## config.mk

```make
export PLATFORM = sky130hd
export DESIGN_NAME = round_control
export DESIGN_NICKNAME = d
export VERILOG_FILES = /design/src/rtl/nidhogg_pkg.sv /design/src/rtl/frame_timer.sv /design/src/rtl/round_control.sv
export SDC_FILE = /design/constraint.sdc
export NUM_CORES = 1
export LEC_CHECK = 0
export ABC_AREA = 1
export CORE_MARGIN = 2
export CORE_UTILIZATION = 65
export CTS_CLUSTER_SIZE = 8
export DETAILED_ROUTE_END_ITERATION = 6
export DONT_BUFFER_PORTS = 1
export PLACE_DENSITY = 0.9
export REMOVE_ABC_BUFFERS = 1
export SETUP_SLACK_MARGIN = 0.3
export SLEW_MARGIN = 20
export SYNTH_ARGS = -nofsm -noshare
export SYNTH_HDL_FRONTEND = slang
export SYNTH_HIERARCHICAL = 1
export SYNTH_SLANG_ARGS = --single-unit
```

## constraint.sdc

```tcl
create_clock -name clk -period 7.7 [get_ports clk]
set_clock_uncertainty 0.1 [all_clocks]
set_input_delay 1.155 -clock clk [delete_from_list [all_inputs] [get_ports clk]]
set_output_delay 1.155 -clock clk [all_outputs]
set_load 0.02 [all_outputs]
```

## src/rtl/nidhogg_pkg.sv

```systemverilog
// Shared definitions for the match/round control slice.
// Holds the round FSM state codes, winner codes, score/board widths and a
// saturating score increment used by round_control.
package nidhogg_pkg;

    localparam int SCORE_W = 4;
    localparam int BOARD_W = 3;

    // Round FSM states; the codes are exported on the state port for the HUD.
    typedef enum logic [2:0] {
        IDLE      = 3'd0,
        PLAY      = 3'd1,
        FREEZE    = 3'd2,
        RESPAWN   = 3'd3,
        GAME_OVER = 3'd4
    } state_t;

    localparam logic [1:0] WIN_NONE = 2'b00;
    localparam logic [1:0] WIN_L    = 2'b01;
    localparam logic [1:0] WIN_R    = 2'b10;

    // Kill score +1, sticking at the maximum instead of wrapping to zero.
    function automatic logic [SCORE_W-1:0] sat_inc(input logic [SCORE_W-1:0] value);
        logic [SCORE_W-1:0] result;
        if (value == {SCORE_W{1'b1}}) begin
            result = value;
        end else begin
            result = value + {{(SCORE_W-1){1'b0}}, 1'b1};
        end
        return result;
    endfunction

endpackage

```

## src/rtl/frame_timer.sv

```systemverilog
// Frame-tick counter shared by the FREEZE and RESPAWN windows.
// Ports:
//   clk, reset  - system clock, synchronous active-high reset
//   clear       - force the count back to 0 (wins over tick)
//   tick        - count one frame (already gated by the caller)
//   limit       - window length in ticks (1..255); the count saturates here
//   expire      - window complete: count already at limit, or this tick
//                 takes it there
module frame_timer (
    input  logic       clk,
    input  logic       reset,
    input  logic       clear,
    input  logic       tick,
    input  logic [7:0] limit,
    output logic       expire
);

    logic [7:0] count_r;

    // Tick counter with clear priority, saturating at the limit.
    always_ff @(posedge clk) begin
        if (reset) begin
            count_r <= 8'd0;
        end else if (clear) begin
            count_r <= 8'd0;
        end else if (tick && (count_r != limit)) begin
            count_r <= count_r + 8'd1;
        end else begin
            count_r <= count_r;
        end
    end

    // Terminal count, including the tick that completes the window so the
    // caller can leave on that very edge.
    always_comb begin
        expire = 1'b0;
        if (count_r == limit) begin
            expire = 1'b1;
        end else if (tick && (count_r == (limit - 8'd1))) begin
            expire = 1'b1;
        end else begin
            expire = 1'b0;
        end
    end

endmodule

```

## src/rtl/round_control.sv

```systemverilog
// Match/round sequencer downstream of death_control.
// Turns kill, clash and board-position results into the round flow
// (IDLE -> PLAY -> FREEZE -> RESPAWN -> PLAY ..., GAME_OVER on a board win)
// and keeps per-player kill scores.
// Ports:
//   clk, reset            - system clock, synchronous active-high reset
//   frame_tick            - one-cycle pulse per video frame
//   start                 - start/restart request (level or pulse)
//   dead_L, dead_R        - player killed levels from death_control
//   collision             - sword clash level
//   board_controller      - signed board index (-4..+3)
//   pos_reset             - one-cycle pulse: re-place both players
//   freeze                - motion inputs ignored
//   advance_L, advance_R  - right-of-way flags
//   clash                 - one-cycle pulse on a collision rise in PLAY
//   score_L, score_R      - saturating kill counts
//   winner                - 00 none, 01 left, 10 right
//   state                 - current FSM state code
// All outputs are registered.
module round_control
    import nidhogg_pkg::*;
#(
    parameter int FREEZE_FRAMES  = 30,
    parameter int RESPAWN_FRAMES = 60,
    parameter int WIN_STEPS      = 3
) (
    input  logic                clk,
    input  logic                reset,
    input  logic                frame_tick,
    input  logic                start,
    input  logic                dead_L,
    input  logic                dead_R,
    input  logic                collision,
    input  logic [BOARD_W-1:0]  board_controller,
    output logic                pos_reset,
    output logic                freeze,
    output logic                advance_L,
    output logic                advance_R,
    output logic                clash,
    output logic [SCORE_W-1:0]  score_L,
    output logic [SCORE_W-1:0]  score_R,
    output logic [1:0]          winner,
    output logic [2:0]          state
);

    localparam logic [7:0] FREEZE_LIMIT  = 8'(FREEZE_FRAMES);
    localparam logic [7:0] RESPAWN_LIMIT = 8'(RESPAWN_FRAMES);
    // One extra bit so +WIN_STEPS and -WIN_STEPS are both representable.
    localparam logic signed [BOARD_W:0] WIN_POS = (BOARD_W+1)'(WIN_STEPS);
    localparam logic signed [BOARD_W:0] WIN_NEG = -WIN_POS;

    state_t               state_r, next_state_s;
    logic                 dead_l_prev_r, dead_r_prev_r, collision_prev_r;
    logic                 pos_reset_r, freeze_r, advance_l_r, advance_r_r, clash_r;
    logic [SCORE_W-1:0]   score_l_r, score_r_r;
    logic [1:0]           winner_r;

    logic                 pos_reset_s, freeze_s, advance_l_s, advance_r_s, clash_s;
    logic [SCORE_W-1:0]   score_l_s, score_r_s;
    logic [1:0]           winner_s;
    logic                 rise_dead_l_s, rise_dead_r_s, rise_collision_s;
    logic                 board_win_l_s, board_win_r_s;
    logic signed [BOARD_W:0] board_ext_s;
    logic                 timer_clear_s, timer_tick_s, timer_expire_s;
    logic [7:0]           timer_limit_s;

    frame_timer u_frame_timer (
        .clk    (clk),
        .reset  (reset),
        .clear  (timer_clear_s),
        .tick   (timer_tick_s),
        .limit  (timer_limit_s),
        .expire (timer_expire_s)
    );

    // Rise detection on the death_control levels and the board win test.
    always_comb begin
        rise_dead_l_s    = dead_L    & ~dead_l_prev_r;
        rise_dead_r_s    = dead_R    & ~dead_r_prev_r;
        rise_collision_s = collision & ~collision_prev_r;
        board_ext_s      = signed'({board_controller[BOARD_W-1], board_controller});
        board_win_l_s    = (board_ext_s >= WIN_POS);
        board_win_r_s    = (board_ext_s <= WIN_NEG);
    end

    // Timer control: restart on every state change, count only in the windows.
    always_comb begin
        timer_clear_s = (next_state_s != state_r);
        timer_tick_s  = frame_tick && ((state_r == FREEZE) || (state_r == RESPAWN));
        if (state_r == FREEZE) begin
            timer_limit_s = FREEZE_LIMIT;
        end else begin
            timer_limit_s = RESPAWN_LIMIT;
        end
    end

    // Next-state and next-output logic of the round FSM.
    always_comb begin
        next_state_s = state_r;
        pos_reset_s  = 1'b0;
        clash_s      = 1'b0;
        advance_l_s  = advance_l_r;
        advance_r_s  = advance_r_r;
        score_l_s    = score_l_r;
        score_r_s    = score_r_r;
        winner_s     = winner_r;
        case (state_r)
            IDLE: begin
                if (start) begin
                    next_state_s = PLAY;
                    pos_reset_s  = 1'b1;
                end else begin
                    next_state_s = IDLE;
                end
            end
            PLAY: begin
                // A board win masks any kill arriving in the same cycle.
                if (board_win_l_s) begin
                    next_state_s = GAME_OVER;
                    winner_s     = WIN_L;
                end else if (board_win_r_s) begin
                    next_state_s = GAME_OVER;
                    winner_s     = WIN_R;
                end else if (rise_dead_l_s && rise_dead_r_s) begin
                    next_state_s = FREEZE;
                    advance_l_s  = 1'b0;
                    advance_r_s  = 1'b0;
                end else if (rise_dead_r_s) begin
                    next_state_s = FREEZE;
                    score_l_s    = sat_inc(score_l_r);
                    advance_l_s  = 1'b1;
                    advance_r_s  = 1'b0;
                end else if (rise_dead_l_s) begin
                    next_state_s = FREEZE;
                    score_r_s    = sat_inc(score_r_r);
                    advance_l_s  = 1'b0;
                    advance_r_s  = 1'b1;
                end else if (rise_collision_s) begin
                    clash_s = 1'b1;
                end else begin
                    next_state_s = PLAY;
                end
            end
            FREEZE: begin
                if (timer_expire_s) begin
                    next_state_s = RESPAWN;
                    pos_reset_s  = 1'b1;
                end else begin
                    next_state_s = FREEZE;
                end
            end
            RESPAWN: begin
                // The timer holds at its limit while a player is still down.
                if (board_win_l_s) begin
                    next_state_s = GAME_OVER;
                    winner_s     = WIN_L;
                end else if (board_win_r_s) begin
                    next_state_s = GAME_OVER;
                    winner_s     = WIN_R;
                end else if (timer_expire_s && !dead_L && !dead_R) begin
                    next_state_s = PLAY;
                end else begin
                    next_state_s = RESPAWN;
                end
            end
            GAME_OVER: begin
                if (start) begin
                    next_state_s = PLAY;
                    pos_reset_s  = 1'b1;
                    score_l_s    = {SCORE_W{1'b0}};
                    score_r_s    = {SCORE_W{1'b0}};
                    advance_l_s  = 1'b0;
                    advance_r_s  = 1'b0;
                    winner_s     = WIN_NONE;
                end else begin
                    next_state_s = GAME_OVER;
                end
            end
            default: begin
                next_state_s = IDLE;
            end
        endcase
        // freeze is registered alongside the state so both change together.
        freeze_s = (next_state_s == IDLE) || (next_state_s == FREEZE) ||
                   (next_state_s == GAME_OVER);
    end

    // State register and edge-detector history.
    always_ff @(posedge clk) begin
        if (reset) begin
            state_r          <= IDLE;
            dead_l_prev_r    <= 1'b0;
            dead_r_prev_r    <= 1'b0;
            collision_prev_r <= 1'b0;
        end else begin
            state_r          <= next_state_s;
            dead_l_prev_r    <= dead_L;
            dead_r_prev_r    <= dead_R;
            collision_prev_r <= collision;
        end
    end

    // Registered outputs.
    always_ff @(posedge clk) begin
        if (reset) begin
            pos_reset_r <= 1'b0;
            freeze_r    <= 1'b1;
            advance_l_r <= 1'b0;
            advance_r_r <= 1'b0;
            clash_r     <= 1'b0;
            score_l_r   <= {SCORE_W{1'b0}};
            score_r_r   <= {SCORE_W{1'b0}};
            winner_r    <= WIN_NONE;
        end else begin
            pos_reset_r <= pos_reset_s;
            freeze_r    <= freeze_s;
            advance_l_r <= advance_l_s;
            advance_r_r <= advance_r_s;
            clash_r     <= clash_s;
            score_l_r   <= score_l_s;
            score_r_r   <= score_r_s;
            winner_r    <= winner_s;
        end
    end

    assign pos_reset = pos_reset_r;
    assign freeze    = freeze_r;
    assign advance_L = advance_l_r;
    assign advance_R = advance_r_r;
    assign clash     = clash_r;
    assign score_L   = score_l_r;
    assign score_R   = score_r_r;
    assign winner    = winner_r;
    assign state     = state_r;

endmodule

```

==> run summary <==
Status - complete, no violations
Layout cells sized above 1 - 0.0742
Crit Path Class - flip-flop to flip-flop
# IOs - 28
Cell with the most instances after synthesis - nand2_1
DRT iter0 DRCs - 99
WL final - 4060 um
Clk buf depth - 2
Cell Area, Synth - 2000 um^2
EDFF count, synth - 0
Chip width - 59.5 um
Post-synth top area cell - dfxtp_1
Worst setup EP type - flip-flop
Core Footprint - 2980 um^2
Most instantiated cells after synthesis - nand2_1, inv_1, dfxtp_1, nand3_1, nor2_1
Drt drc - 0
Mean routed wirelength per cell - 11.0 um
First-pass GRT wire length - 7030 um
Largest net degree at the start of global routing - 17
Fraction of registers with async set/reset - 0
Leakage - 0.00101 uW
Share of the synthesized area in the top cell type - 0.290
Worst Hold Class - flip-flop to flip-flop
Total track usage - 0.259
Port Buf Inserts - 0
Ys Warns - 6
Syn avg cell area - 6.26 um^2
Slew headroom - 0.601
Slew @ Worst Pin - 0.593 ns
Cells after synthesis - 320
Die area - 3540 um^2
Clk_lat worst skew - 0.34 ns
Flops & latches, synth - 29
Vias per Instance - 5.24
Final hold vios - 0
Vias in the first global route - 1,735
Setup Buffers After CTS - 0
Tcrit/Tclk final - 0.391
Total negative slack - 0 ns
Post-route ant nets - 0
GPL Wtd Cong - 0.841
Max Cap Viol - 0
Synth top area cells - dfxtp_1, nand2_1, inv_1
Grt ovf - 0
Maximum vdd drop - 0.000105 V
CTS clock-pin slew for the worst setup and hold paths - 0.09 ns
Starting Density - 0.672
Sequential-to-total area share from yosys stat - 0.290
Detailed Place HPWL - 3210 um
Final Slew Violations - 0
ANT cells - 0
Critical path peak fanout - 8
Via count - 1,937
Detailed Routing Iterations Pass 1 - 4
Pwr dens - 152 nW/um^2
Nets - 351
Hold WS - 0.393 ns
Die H - 59.5 um
# H-tree levels - 2
CTS tree - done
Critical path required time - 7.82 ns
Fillers - 253
Ys flop type - dfxtp_1
Setup-failing EPs final - 0
Worst path arrival time - 3.13 ns
Post-synth cell types - 32
Layout Area Growth over Synthesis - 5.19%
CTS Buf Count - 5
Initial antenna violation count - 0
Unrepaired setup endpoints after global routing - false
CTS Hold Bufs - 0
Crit start category - flip-flop
Row cnt - 20
CTS Root Cell - clkbuf_4
Fin crit period - 3.01 ns
Number of clock sinks - 29
FMAX - 332 MHz
Post-CTS Resized - 0
-- cells by family (layout without fill, tap and decap cells) --
kind of cell,Yosys count,count (layout),synth area share
XOR/XNOR,9,9,0.0394
flip-flops,29,29,0.290
other,2,16,0.00375
AO/OA/AOI/OAI,29,29,0.0775
buffers and inverters,59,62,0.125
AND/OR/NAND/NOR,187,187,0.433
adder cells (fa/ha/maj),5,5,0.0313
-- cell type report --
type,count,area [um^2],area share
multi-input cells,246,1220,0.581
clock inverters,3,17.5,0.00832
clock buffers,5,37.5,0.0178
well taps,33,41.3,0.0196
inverters,54,205,0.0974
flip-flops and latches,29,581,0.276
-- routing by layer --
metal | share of wire | routed length (um) | global-route usage | vias to the layer above
li1 | - | - | - | 1024
met1 | 0.42 | 1720 | 0.290 | 859
met2 | 0.51 | 2090 | 0.462 | 48
met3 | 0.048 | 193 | 0.0590 | 6
met4 | 0.016 | 66 | 0.117 | 0
met5 | 0 | 0 | 0 | -
-- critical path, cell delays in order (launching register included) --
cell and delay, ns:
dfxtp_1 0.57, inv_2 0.12, nor2_1 0.15, nand2_1 0.18, inv_1 0.13, inv_1 0.06
ha_1 0.28, nor2_1 0.05, nor3_1 0.20, nand2_1 0.07, nor2_1 0.10, nand3_1 0.08
nand2_1 0.09, nand3_1 0.08, nand3_1 0.07, nand2_1 0.05, nand2_1 0.08, a31oi_1 0.08
nand2_1 0.08, nor2_1 0.04, inv_1 0.19, a21oi_1 0.07
-- worst paths after layout --
kind                                                   from                               endpoint  slack [ns]  cells past startpoint
worst min-delay path            collision_prev_r$_SDFF_PP0_                       clash$_SDFF_PP0_        0.39                      2
worst max-delay path                    state[1]$_SDFF_PP0_  u_frame_timer/count_r[4]$_SDFFE_PP0P_        4.69                     21
worst max register to register          state[1]$_SDFF_PP0_  u_frame_timer/count_r[4]$_SDFFE_PP0P_        4.69                     21
worst min register to register  collision_prev_r$_SDFF_PP0_                       clash$_SDFF_PP0_        0.39                      2
-- placed cells by master (no fill, tap or decap) --
| cell type | n |
|---|---|
| a21oi_1 | 21 |
| a31oi_1 | 1 |
| and3_1 | 1 |
| clkbuf_4 | 5 |
| clkinv_2 | 2 |
| clkinvlp_4 | 1 |
| conb_1 | 16 |
| dfxtp_1 | 29 |
| ha_1 | 5 |
| inv_1 | 50 |
| inv_2 | 3 |
| inv_4 | 1 |
| nand2_1 | 100 |
| nand2_2 | 3 |
| nand2_4 | 2 |
| nand2_8 | 1 |
| nand3_1 | 29 |
| nand3_4 | 1 |
| nand3b_1 | 1 |
| nand4_1 | 14 |
| nand4_2 | 1 |
| nor2_1 | 27 |
| nor2_2 | 2 |
| nor2_4 | 2 |
| nor3_1 | 1 |
| nor4_1 | 1 |
| o21ai_0 | 3 |
| o21bai_1 | 3 |
| o22ai_1 | 1 |
| or2_2 | 1 |
| xnor2_1 | 4 |
| xor2_1 | 5 |
-- flip-flops by register name (all words and copies together), names as in the netlist --
signal                 cells
u_frame_timer/count_r      8
score_L                    4
score_R                    4
state                      3
winner                     2
advance_L                  1
advance_R                  1
clash                      1
collision_prev_r           1
dead_l_prev_r              1
dead_r_prev_r              1
freeze                     1
pos_reset                  1
-- per-stage QoR --
step	utilization	total power (uW)	instance area [um^2]	instances	setup slack, ns
final	0.707	321	2110	370	4.69
after detailed placement	0.689	234	2050	362	4.51
after floorplan	-	223	2010	329	4.78
after CTS	0.707	322	2110	370	4.70
after global placement	0.689	232	2050	362	4.62
after global routing	0.707	342	2110	370	4.30
-- report_power, final --
part	leakage [uW]	switching [uW]	internal, uW
registers	0.000236	14.3	157
logic	0.000742	40.7	20.0
clock network	0.0000310	54.3	34.3
total	0.00101	109	211
No activity file was read; power rests on OpenSTA's default activity.
